`src/rtl/lstm_input_seq_pkg.sv`:
```
// Shared definitions for the LSTM input-ROM sequencer: FSM state encodings.
package lstm_input_seq_pkg;

  typedef enum logic [1:0] {
    StIdle    = 2'd0,
    StLoad    = 2'd1,
    StPresent = 2'd2,
    StDone    = 2'd3
  } state_e;

endpackage

```
`src/rtl/lstm_input_seq_if.sv`:
```
// Valid/ready stream carrying one input vector plus timestep tags to the LSTM cell.
interface lstm_input_seq_if #(
  parameter int unsigned WIDTH = 32,
  parameter int unsigned NUM   = 3
);
  logic [NUM*WIDTH-1:0] x_data;
  logic                 x_valid;
  logic                 x_ready;
  logic                 x_first;
  logic                 x_last;
  logic [WIDTH-1:0]     step;

  modport master (
    output x_data, x_valid, x_first, x_last, step,
    input  x_ready
  );

  modport slave (
    input  x_data, x_valid, x_first, x_last, step,
    output x_ready
  );
endinterface

```
`src/rtl/lstm_input_seq_step_counter.sv`:
```
// Timestep counter with synchronous clear/increment and a terminal flag at the last timestep.
module lstm_input_seq_step_counter #(
  parameter int unsigned WIDTH          = 32,
  parameter int unsigned NUM_ITERATIONS = 5
) (
  input  logic             clk_i,
  input  logic             rst_ni,
  input  logic             clr_i,
  input  logic             inc_i,
  output logic [WIDTH-1:0] step_o,
  output logic             last_o
);

  logic [WIDTH-1:0] step_q, step_d;

  always_comb begin
    step_d = step_q;
    if (clr_i) begin
      step_d = '0;
    end else if (inc_i) begin
      step_d = step_q + WIDTH'(1);
    end
  end

  always_ff @(posedge clk_i or negedge rst_ni) begin
    if (!rst_ni) begin
      step_q <= '0;
    end else begin
      step_q <= step_d;
    end
  end

  assign step_o = step_q;
  assign last_o = (step_q == WIDTH'(NUM_ITERATIONS - 1));

endmodule

```
`src/rtl/lstm_input_seq.sv`:
```
// Walks one stored input sequence through the ROM address port and streams each
// registered vector to the LSTM cell, tagging the first and last timestep.
module lstm_input_seq
  import lstm_input_seq_pkg::*;
#(
  parameter int unsigned WIDTH          = 32,
  parameter int unsigned NUM            = 3,
  parameter int unsigned NUM_ITERATIONS = 5
) (
  input  logic                 clk,
  input  logic                 rst,
  input  logic                 start,
  input  logic [WIDTH-1:0]     seq_sel,
  input  logic                 abort,
  output logic [WIDTH-1:0]     mem_addr,
  input  logic [NUM*WIDTH-1:0] mem_data,
  lstm_input_seq_if.master     x_if,
  output logic                 busy,
  output logic                 done,
  output logic                 err
);

  state_e               state_q, state_d;
  logic [WIDTH-1:0]     base_q, base_d;
  logic [WIDTH-1:0]     addr_q, addr_d;
  logic [NUM*WIDTH-1:0] x_data_q, x_data_d;
  logic                 err_q, err_d;

  logic [WIDTH-1:0] step;
  logic             step_last;
  logic             start_ok;
  logic             xfer;
  logic [WIDTH-1:0] load_addr;

  assign start_ok  = start && (seq_sel < WIDTH'(NUM));
  assign xfer      = (state_q == StPresent) && x_if.x_ready;
  assign load_addr = base_q + step;

  always_ff @(posedge clk or negedge rst) begin
    if (!rst) begin
      state_q <= StIdle;
    end else begin
      state_q <= state_d;
    end
  end

  always_comb begin
    state_d = state_q;
    unique case (state_q)
      StIdle:    if (start_ok) state_d = StLoad;
      StLoad:    state_d = StPresent;
      StPresent: if (xfer) state_d = step_last ? StDone : StLoad;
      StDone:    state_d = StIdle;
    endcase
    // Abort wins over everything, including a transfer in the same cycle.
    if (abort && (state_q != StIdle)) begin
      state_d = StIdle;
    end
  end

  always_comb begin
    base_d   = base_q;
    addr_d   = addr_q;
    x_data_d = x_data_q;
    err_d    = (state_q == StIdle) && start && !start_ok;
    if ((state_q == StIdle) && start_ok) begin
      base_d = seq_sel * WIDTH'(NUM_ITERATIONS);
    end
    if (state_q == StLoad) begin
      addr_d   = load_addr;
      x_data_d = mem_data;
    end
  end

  always_ff @(posedge clk or negedge rst) begin
    if (!rst) begin
      base_q   <= '0;
      addr_q   <= '0;
      x_data_q <= '0;
      err_q    <= 1'b0;
    end else begin
      base_q   <= base_d;
      addr_q   <= addr_d;
      x_data_q <= x_data_d;
      err_q    <= err_d;
    end
  end

  lstm_input_seq_step_counter #(
    .WIDTH          (WIDTH),
    .NUM_ITERATIONS (NUM_ITERATIONS)
  ) u_step_counter (
    .clk_i  (clk),
    .rst_ni (rst),
    .clr_i  ((state_q == StIdle) && start_ok),
    .inc_i  (xfer && !step_last && !abort),
    .step_o (step),
    .last_o (step_last)
  );

  // ROM is read combinationally, so LOAD presents the live address; elsewhere it holds.
  always_comb begin
    mem_addr       = (state_q == StLoad) ? load_addr : addr_q;
    x_if.x_data    = x_data_q;
    x_if.x_valid   = (state_q == StPresent);
    x_if.x_first   = (state_q == StPresent) && (step == '0);
    x_if.x_last    = (state_q == StPresent) && step_last;
    x_if.step      = step;
    busy           = (state_q != StIdle);
    done           = (state_q == StDone);
    err            = err_q;
  end

endmodule

```
`src/flat_wrapper.sv`:
```
// flat-port wrapper written by rule: the top's interface ports become plain ports
module lstm_input_seq_flat import lstm_input_seq_pkg::*;
#(
  parameter int unsigned WIDTH          = 32,
  parameter int unsigned NUM            = 3,
  parameter int unsigned NUM_ITERATIONS = 5
)
  (clk, rst, start, seq_sel, abort, mem_addr, mem_data, busy, done, err, x_if_x_data, x_if_x_valid, x_if_x_first, x_if_x_last, x_if_step, x_if_x_ready);
  lstm_input_seq_if #(.WIDTH(WIDTH), .NUM(NUM)) x_if_i ();
  input  logic clk;
  input  logic rst;
  input  logic start;
  input  logic [WIDTH-1:0] seq_sel;
  input  logic abort;
  output logic [WIDTH-1:0] mem_addr;
  input  logic [NUM*WIDTH-1:0] mem_data;
  output logic busy;
  output logic done;
  output logic err;
  output wire logic [$bits(x_if_i.x_data)-1:0] x_if_x_data;
  output wire logic [$bits(x_if_i.x_valid)-1:0] x_if_x_valid;
  output wire logic [$bits(x_if_i.x_first)-1:0] x_if_x_first;
  output wire logic [$bits(x_if_i.x_last)-1:0] x_if_x_last;
  output wire logic [$bits(x_if_i.step)-1:0] x_if_step;
  input wire logic [$bits(x_if_i.x_ready)-1:0] x_if_x_ready;
  assign x_if_x_data = x_if_i.x_data;
  assign x_if_x_valid = x_if_i.x_valid;
  assign x_if_x_first = x_if_i.x_first;
  assign x_if_x_last = x_if_i.x_last;
  assign x_if_step = x_if_i.step;
  assign x_if_i.x_ready = x_if_x_ready;
  lstm_input_seq #(.WIDTH(WIDTH), .NUM(NUM), .NUM_ITERATIONS(NUM_ITERATIONS)) u_core (.clk(clk), .rst(rst), .start(start), .seq_sel(seq_sel), .abort(abort), .mem_addr(mem_addr), .mem_data(mem_data), .x_if(x_if_i), .busy(busy), .done(done), .err(err));
endmodule
```
`config.mk`:
```
export PLATFORM = sky130hd
export DESIGN_NAME = lstm_input_seq_flat
export DESIGN_NICKNAME = d
export VERILOG_FILES = /design/src/rtl/lstm_input_seq_pkg.sv /design/src/rtl/lstm_input_seq_if.sv /design/src/rtl/lstm_input_seq_step_counter.sv /design/src/rtl/lstm_input_seq.sv /design/src/flat_wrapper.sv
export SDC_FILE = /design/constraint.sdc
export NUM_CORES = 1
export LEC_CHECK = 0
export CAP_MARGIN = 10
export CORE_MARGIN = 3
export CORE_UTILIZATION = 45
export DETAILED_ROUTE_END_ITERATION = 7
export PLACE_DENSITY = 0.81
export RECOVER_POWER = 25
export SLEW_MARGIN = 20
export SYNTH_ARGS = -nofsm -noshare
export SYNTH_HDL_FRONTEND = slang
export SYNTH_HIERARCHICAL = 1
export SYNTH_SLANG_ARGS = --single-unit
export TNS_END_PERCENT = 50
```
`constraint.sdc`:
```
create_clock -name clk -period 3 [get_ports clk]
set_clock_uncertainty 0.05 [all_clocks]
set_input_delay 0.45 -clock clk [delete_from_list [all_inputs] [get_ports clk]]
set_output_delay 0.45 -clock clk [all_outputs]
set_load 0.02 [all_outputs]
```
==> results of run 1 <==
final timing paths:
path / start / end / slack, ns / depth (start not counted)
hold / removal: start / u_core/err$_DFF_PN0_ / 0.25 / 2
max in group asynchronous: rst / u_core/base_q[18]$_DFFE_PN0P_ / 0.32 / 3
hold reg to reg: u_core/addr_q[18]$_DFF_PN0_ / u_core/addr_q[18]$_DFF_PN0_ / 0.43 / 2
min in group asynchronous: rst / u_core/x_if.x_data[29]$_DFFE_PN0N_ / 1.02 / 2
setup reg to reg: u_core/base_q[0]$_DFFE_PN0P_ / u_core/addr_q[14]$_DFF_PN0_ / 0.06 / 12
setup / recovery: u_core/base_q[0]$_DFFE_PN0P_ / mem_addr[16] / -0.77 / 12
flip-flops by register name, summed over array words and instances (netlist names):
signal / count
u_core/x_if.x_data: 96
u_core/addr_q: 32
u_core/base_q: 32
u_core/u_step_counter/step_o: 32
u_core/state_q: 2
u_core/err: 1
cells by family (layout without fill, tap and decap cells):
family,Yosys count,count (layout),share of synthesized area (%)
xor+xnor,61,61,4.723
fa+ha+maj,92,92,10.31
simple gates,318,318,14.26
buf+inv,63,587,2.466
mux,110,110,10.89
compound gates,256,256,14.21
flops,195,195,43.14
other cells,0,1,0
report_power, final:
| part | total (uW) | switching [uW] | internal, uW |
|---|---|---|---|
| Combinational | 1450 | 663 | 784 |
| Clock | 2310 | 1180 | 1130 |
| Sequential | 2800 | 59.5 | 2750 |
| Total | 6560 | 1900 | 4660 |
metrics by stage:
| step | area, um^2 | hold WS [ns] | power, uW | setup TNS [ns] |
|---|---|---|---|---|
| after floorplan | 11470 | 0.1044 | 3462 | -2.474 |
| after global routing | 17570 | 0.2763 | 6852 | -23.75 |
| after CTS | 17180 | 0.4255 | 6570 | -14.79 |
| after global placement | 16360 | 0.3994 | 4205 | -35.18 |
| after detailed placement | 16360 | 0.4045 | 4250 | -38.27 |
| final | 17570 | 0.2470 | 6564 | -14.46 |
repair_timing:
action	in CTS	in global routing
pin swaps	44	44
cloned	0	0
endpoints found under the hold margin	7	0
buffers inserted	7	8
endpoints found under the setup margin	58	69
hold buffers	1	0
resized for setup	192	77
cell type report:
type,instances,area [um^2],share of cell area [%]
multi-input cells,837,6734,38.33
flip-flops and latches,195,4893,27.86
repair buffers,535,4857,27.65
clock buffers,17,425.4,2.422
well taps,324,405.4,2.308
clock inverters,15,173.9,0.9900
inverters,20,75.07,0.4274
diodes,1,2.502,0.01425
metal layers:
| layer | vias up | global-route usage [%] | part of all wire [%] |
|---|---|---|---|
| li1 | 5049 | - | - |
| met1 | 5058 | 29.72 | 39 |
| met2 | 402 | 44.16 | 51 |
| met3 | 79 | 5.317 | 7.1 |
| met4 | 0 | 9.950 | 3.4 |
| met5 | - | 0 | 0 |
worst reg2reg max path, delay by kind of cell (launching register included):
family | cells | cell delay (ns)
flip-flops | 1 | 0.42
adder cells (fa/ha/maj) | 2 | 0.53
buffers and inverters | 2 | 0.27
AND/OR/NAND/NOR | 2 | 0.23
XOR/XNOR | 1 | 0.13
AO/OA/AOI/OAI | 5 | 1.19
synth_stat cells, drive strengths merged (11+ instances only):
master,instances
a21o,32
a21oi,73
and3,11
clkbuf,36
dfrtp,195
ha,90
inv,20
mux2,105
nand2,110
nand3,21
nand4,27
nor2,56
nor4,26
o21ai,81
o31ai,14
or4,14
xnor2,37
xor2,24
==> flow_metrics.py, run 1 <==
metrics = {
    "outcome": {
        "violations": "capacitance limit, slew limit, setup timing",
        "status": "complete, but fails checks",
    },
    "critical_path": {
        "critPathBufInv": 1,
        "crit_chain": "ha_4, fa_2, a211oi_2, nor2_2, nand2b_4, a221o_2, a211o_1, a21oi_2, o2bb2ai_2, xor2_1, o21ai_2, buf_6",
        "critPathMaxFanout": 4,
        "end_kind": "primary output",
        "crit_required_ns": 2.50,
        "critPathSlowestCell": "a221o_2",
        "critPathLaunchType": "flip-flop",
        "criticalPathCategory": "reg -> out",
        "slowest_delay_ns": 0.43,
        "critPathTopFamily": "compound AO/OA/AOI/OAI gates",
        "crit_arrival_ns": 3.27,
    },
    "clock_network": {
        "clk_latency_ns": 0.44,
        "cts.reportedPaths.clkPinSlew_ns": 0.08,
        "cts_tree": "built",
        "cts_made_buffers": 17,
        "htreeDepth": 4,
        "clockBufferDepth": 2,
        "cts.sinks": 195,
        "clockRootBuffer": "clkbuf_16",
    },
    "yosys": {
        "synth.avg_cell_area_um2": 10.33,
        "synth_nets": 1320,
        "yosys.area.top_type": "dfrtp_1",
        "yosysWarnings": 6,
        "synth_area_mm2": 0.01131,
        "yosysSeqAreaShare_pct": 43.14,
        "yosysUniqueCellTypes": 65,
        "synth_async_sr_flop_share_pct": 100.0,
        "synthTopCellsByArea": "dfrtp_1, mux2_2, ha_1, nand2_1, a21oi_1",
        "ys_ff_latch": 195,
        "synth_ff_type": "dfrtp_1",
        "syn-instance-count": 1095,
        "yosysTopAreaCellShare_pct": 43.14,
        "synth_edf_count": 0,
    },
    "die": {
        "rows": 57,
        "die_x_um": 164.6,
        "die_y_um": 164.6,
        "initial_utilization_pct": 46.11,
        "die_area_mm2": 0.02708,
        "num_io_pins": 299,
        "core_area_mm2": 0.02453,
    },
    "routing": {
        "wire_per_inst_um": 18.15,
        "drtPass1Iterations": 5,
        "post-route-drc-count": 0,
        "drt-initial-drc-count": 730,
        "num_vias": 10590,
        "postRouteAntennaNets": 0,
        "via_per_inst": 5.447,
        "routed_wl_mm": 35.29,
    },
    "job": {
        "drv_cap": 1,
    },
    "sta": {
        "slew_violations": 79,
        "final_hold_viol_count": 0,
        "rsz0062_at_grt": "yes",
        "max_slew_margin_pct": -27.92,
        "setup_viol": 30,
        "tightest_slew_ns": 1.919,
        "finalCriticalPeriod_ns": 3.774,
        "fin_ws_ns": -0.7738,
        "clock.fmax_mhz": 265.0,
        "fin_crit_sh_pct": 125.8,
    },
    "cells_and_area": {
        "final_layout_size_suffix_gt1_share_pct": 31.81,
        "finish.net_count": 1831,
        "layout_common_cells": "clkdlybuf4s50_1, buf_4, dfrtp_1",
        "final_common_cell": "clkdlybuf4s50_1",
        "areaGrowthSynthToFinish_pct": 55.29,
        "final_util_pct": 71.60,
        "n_fill_cell": 1741,
        "instances_no_fill": 1944,
    },
    "placement": {
        "port_buffers": 298,
        "dp_hpwl_mm": 26.90,
        "post-place-ws_ns": -0.9060,
        "gp_congestion": 0.9115,
        "placed_cells": 1895,
    },
    "hold_path": {
        "hp-class": "in -> reg",
    },
    "grt": {
        "grt_pass1_vias": 10350,
        "grt_max_degree": 79,
        "grt_pass1_wl_mm": 54.03,
        "antenna_found_initial": 1,
        "grt_usage_pct": 25.03,
        "grt_overflow": 0,
    },
    "power": {
        "p_leak_uw": 0.008199,
        "vdd_ir_drop_max_uv": 372.4,
        "p_per_area_mw_per_mm2": 373.7,
    },
}
No activity file was read; power rests on OpenSTA's default activity.
==> run 2, diff against run 1 <==
Settings changed: ABC_AREA from default to 1, CORE_UTILIZATION 45 to 47, PLACE_DENSITY 0.81 to 0.82, REMOVE_ABC_BUFFERS from default to 1.
==> run 2 against run 1 <==
  * The flow now finishes without violations
  * Die area grew 10%
  * Worst hold slack gained 0.18 ns
  * Synthesized cell count grew 78%
  * Critical path depth shrank 2
  * Synthesized area grew 16%
  * Critical endpoint is now mem_addr[27]
  * Highest routed layer unchanged
==> flow_metrics.py, run 2 <==
metrics = {
    "critical_path": {
        "crit_chain": "ha_4, nand2_1, a21oi_1, nand3_1, nand3_2, nand2_1, nand3_1, nand3_1, nand2_1, clkdlybuf4s15_2",
        "critPathLaunchType": "flip-flop",
        "critPathSlowestCell": "dfrtp_1",
        "r2r_setup_slack_ns": 0.06,
        "r2r_cells": 19,
        "slowest_delay_ns": 0.45,
        "crit_required_ns": 2.50,
        "crit_arrival_ns": 2.48,
        "rr_startpoint": "u_core/base_q[1]$_DFFE_PN0P_",
        "end_kind": "primary output",
        "criticalPathCategory": "reg -> out",
        "critPathMaxFanout": 3,
        "r2r-end": "u_core/addr_q[14]$_DFF_PN0_",
    },
    "cells_and_area": {
        "finish.net_count": 2549,
        "n_antenna_cell": 0,
        "n_fill_cell": 2388,
        "final_layout_size_suffix_gt1_share_pct": 12.07,
        "largest_reg_flops": 96,
        "areaGrowthSynthToFinish_pct": 38.61,
        "layout_common_cells": "nand2_1, clkdlybuf4s50_1, inv_1",
        "instances_no_fill": 2709,
        "final_common_cell": "nand2_1",
    },
    "clock_network": {
        "cts_tree": "built",
        "clockRootBuffer": "clkbuf_16",
        "clk_latency_ns": 0.44,
        "clockBufferDepth": 2,
        "cts_made_buffers": 17,
        "cts.sinks": 195,
        "htreeDepth": 4,
        "cts.reportedPaths.clkPinSlew_ns": 0.07,
    },
    "sta": {
        "hold_slack_ns": 0.4239,
        "finalCriticalPeriod_ns": 2.976,
        "rsz0062_at_grt": "yes",
        "clock.fmax_mhz": 336.0,
        "fin_crit_sh_pct": 99.20,
        "max_slew_margin_pct": 2.324,
        "tightest_slew_ns": 1.465,
        "setup_viol": 0,
        "final_hold_viol_count": 0,
        "slew_violations": 0,
        "fin_tns_setup_ns": 0,
    },
    "routing": {
        "drtPass1Iterations": 6,
        "postRouteAntennaNets": 0,
        "num_vias": 13840,
        "drt-initial-drc-count": 979,
        "routed_wl_mm": 44.23,
        "wire_per_inst_um": 16.33,
        "post-route-drc-count": 0,
        "via_per_inst": 5.109,
    },
    "yosys": {
        "synthTopCellsByArea": "dfrtp_1, nand2_1, ha_1, inv_1, nor2_1",
        "synth_async_sr_flop_share_pct": 100.0,
        "syn-instance-count": 1948,
        "ys_ff_latch": 195,
        "yosysUniqueCellTypes": 39,
        "synthTopCellsByCount": "nand2_1, inv_1, dfrtp_1, nor2_1, nand3_1",
        "yosys.area.top_type": "dfrtp_1",
        "synth_area_mm2": 0.01308,
        "synth.avg_cell_area_um2": 6.712,
        "post-synth-top-count-cell": "nand2_1",
        "synth_edf_count": 0,
        "yosysSeqAreaShare_pct": 37.32,
        "yosysTopAreaCellShare_pct": 37.32,
        "yosysWarnings": 6,
        "synth_ff_type": "dfrtp_1",
    },
    "die": {
        "core_area_mm2": 0.02718,
        "rows": 60,
        "die_y_um": 172.8,
        "num_io_pins": 299,
        "die_x_um": 172.8,
        "initial_utilization_pct": 48.11,
        "die_area_mm2": 0.02986,
    },
    "hold_path": {
        "hp-class": "reg -> reg",
        "holdPathStages": 2,
        "min_from": "u_core/addr_q[0]$_DFF_PN0_",
        "hold_path_end": "u_core/addr_q[0]$_DFF_PN0_",
    },
    "grt": {
        "gr-max-usage-layer": "met2",
        "globalRouteMet1Util_pct": 35.38,
        "grt_usage_pct": 28.92,
        "use_met2_pct": 50.46,
        "grt_pass1_wl_mm": 70.04,
        "grt_pass1_vias": 13430,
        "use_met3_pct": 5.182,
        "grt_overflow": 0,
        "antenna_found_initial": 0,
        "grt_max_degree": 109,
    },
    "placement": {
        "dp_hpwl_mm": 34.35,
        "port_buffers": 298,
        "gp_congestion": 0.9350,
        "placed_cells": 2659,
    },
    "power": {
        "p_leak_uw": 0.009458,
        "vdd_ir_drop_max_uv": 389.7,
        "p_total_uw": 6705,
        "p_per_area_mw_per_mm2": 369.9,
    },
    "outcome": {
        "status": "finished clean",
    },
    "job": {
        "drv_cap": 0,
    },
}
[run 2: cell count changes after synthesis, sizes merged, moves of 14 or more]
cell,delta
nand2,+779
inv,+226
nor2,+116
mux2,-105
nand3,+86
o21ai,-36
a21o,-31
xor2,-23
nor4,-15
clkbuf,-14
nor3,+14
[run 2: cells by family (layout without fill, tap and decap cells)]
group | Yosys count | after routing | share of synthesized area [%]
buffers and inverters | 282 | 671 | 8.335
adders and majority gates | 92 | 92 | 8.919
DFF | 195 | 195 | 37.32
and+or+nand+nor | 1238 | 1238 | 38.87
AOI/OAI and AO/OA | 115 | 115 | 4.813
xor gates and xnor gates | 26 | 26 | 1.742
[run 2: layer usage]
metal | part of all wire (%) | routed length, um | vias to the layer above
li1 | - | - | 6815
met1 | 41 | 17980 | 6437
met2 | 49 | 21480 | 503
met3 | 6.6 | 2917 | 84
met4 | 4.2 | 1843 | 0
met5 | 0 | 0 | -
[run 2: cell type report]
type,count,area [um^2],area share (%)
Multi-Input combinational cell,1471,7626,42.08
Timing Repair Buffer,393,3645,20.11
Sequential cell,195,4883,26.95
Tap cell,372,465.4,2.568
Clock inverter,14,150.1,0.8284
Inverter,246,924.6,5.102
Clock buffer,18,429.2,2.368
[run 2: worst max-delay path: cells and delay by family (launching register included)]
kind	cells	cell delay [ns]
simple gates	7	0.77
flops	1	0.45
fa+ha+maj	1	0.30
buf+inv	1	0.27
compound gates	1	0.25
[run 2: repair_timing]
| action | in CTS | in global routing |
|---|---|---|
| endpoints found under the hold margin | 53 | 0 |
| pin swaps | 7 | 16 |
| gates resized for setup | 142 | 86 |
| setup buffers | 8 | 9 |
| setup endpoints to repair | 32 | 42 |
| hold buffers | 1 | 0 |
| gates cloned | 0 | 0 |
[run 2: worst max-delay path by stage]
| stage | cells past startpoint | from | slack (ns) | to |
|---|---|---|---|---|
| after global placement | 12 | u_core/u_step_counter/step_o[0]$_DFFE_PN0P_ | -0.08 | mem_addr[28] |
| after floorplan | 5 | u_core/state_q[1]$_DFFE_PN0P_ | -2.03 | mem_addr[2] |
| after CTS | 9 | u_core/u_step_counter/step_o[2]$_DFFE_PN0P_ | 0.001 | mem_addr[5] |
| final | 10 | u_core/u_step_counter/step_o[1]$_DFFE_PN0P_ | 0.02 | mem_addr[27] |
| after global routing | 11 | u_core/base_q[20]$_DFFE_PN0P_ | -0.1 | mem_addr[27] |
| after detailed placement | 12 | u_core/u_step_counter/step_o[0]$_DFFE_PN0P_ | -0.11 | mem_addr[28] |
[run 2: where the power goes]
group | total, uW | switching, uW | internal [uW] | leakage [uW]
clock network | 2260 | 1140 | 1120 | 0.000285
registers | 2860 | 78.1 | 2780 | 0.00229
logic | 1590 | 885 | 703 | 0.00688
[run 2: metrics by stage]
stage / instance area [um^2] / worst slack, ns / utilization, %
floorplan: 12910 / -2.032 / -
global placement: 16990 / -0.08300 / 62.53
detailed placement: 16990 / -0.1104 / 62.53
CTS: 17910 / 0.001435 / 65.91
global route: 18120 / -0.09724 / 66.69
finish: 18120 / 0.02406 / 66.69
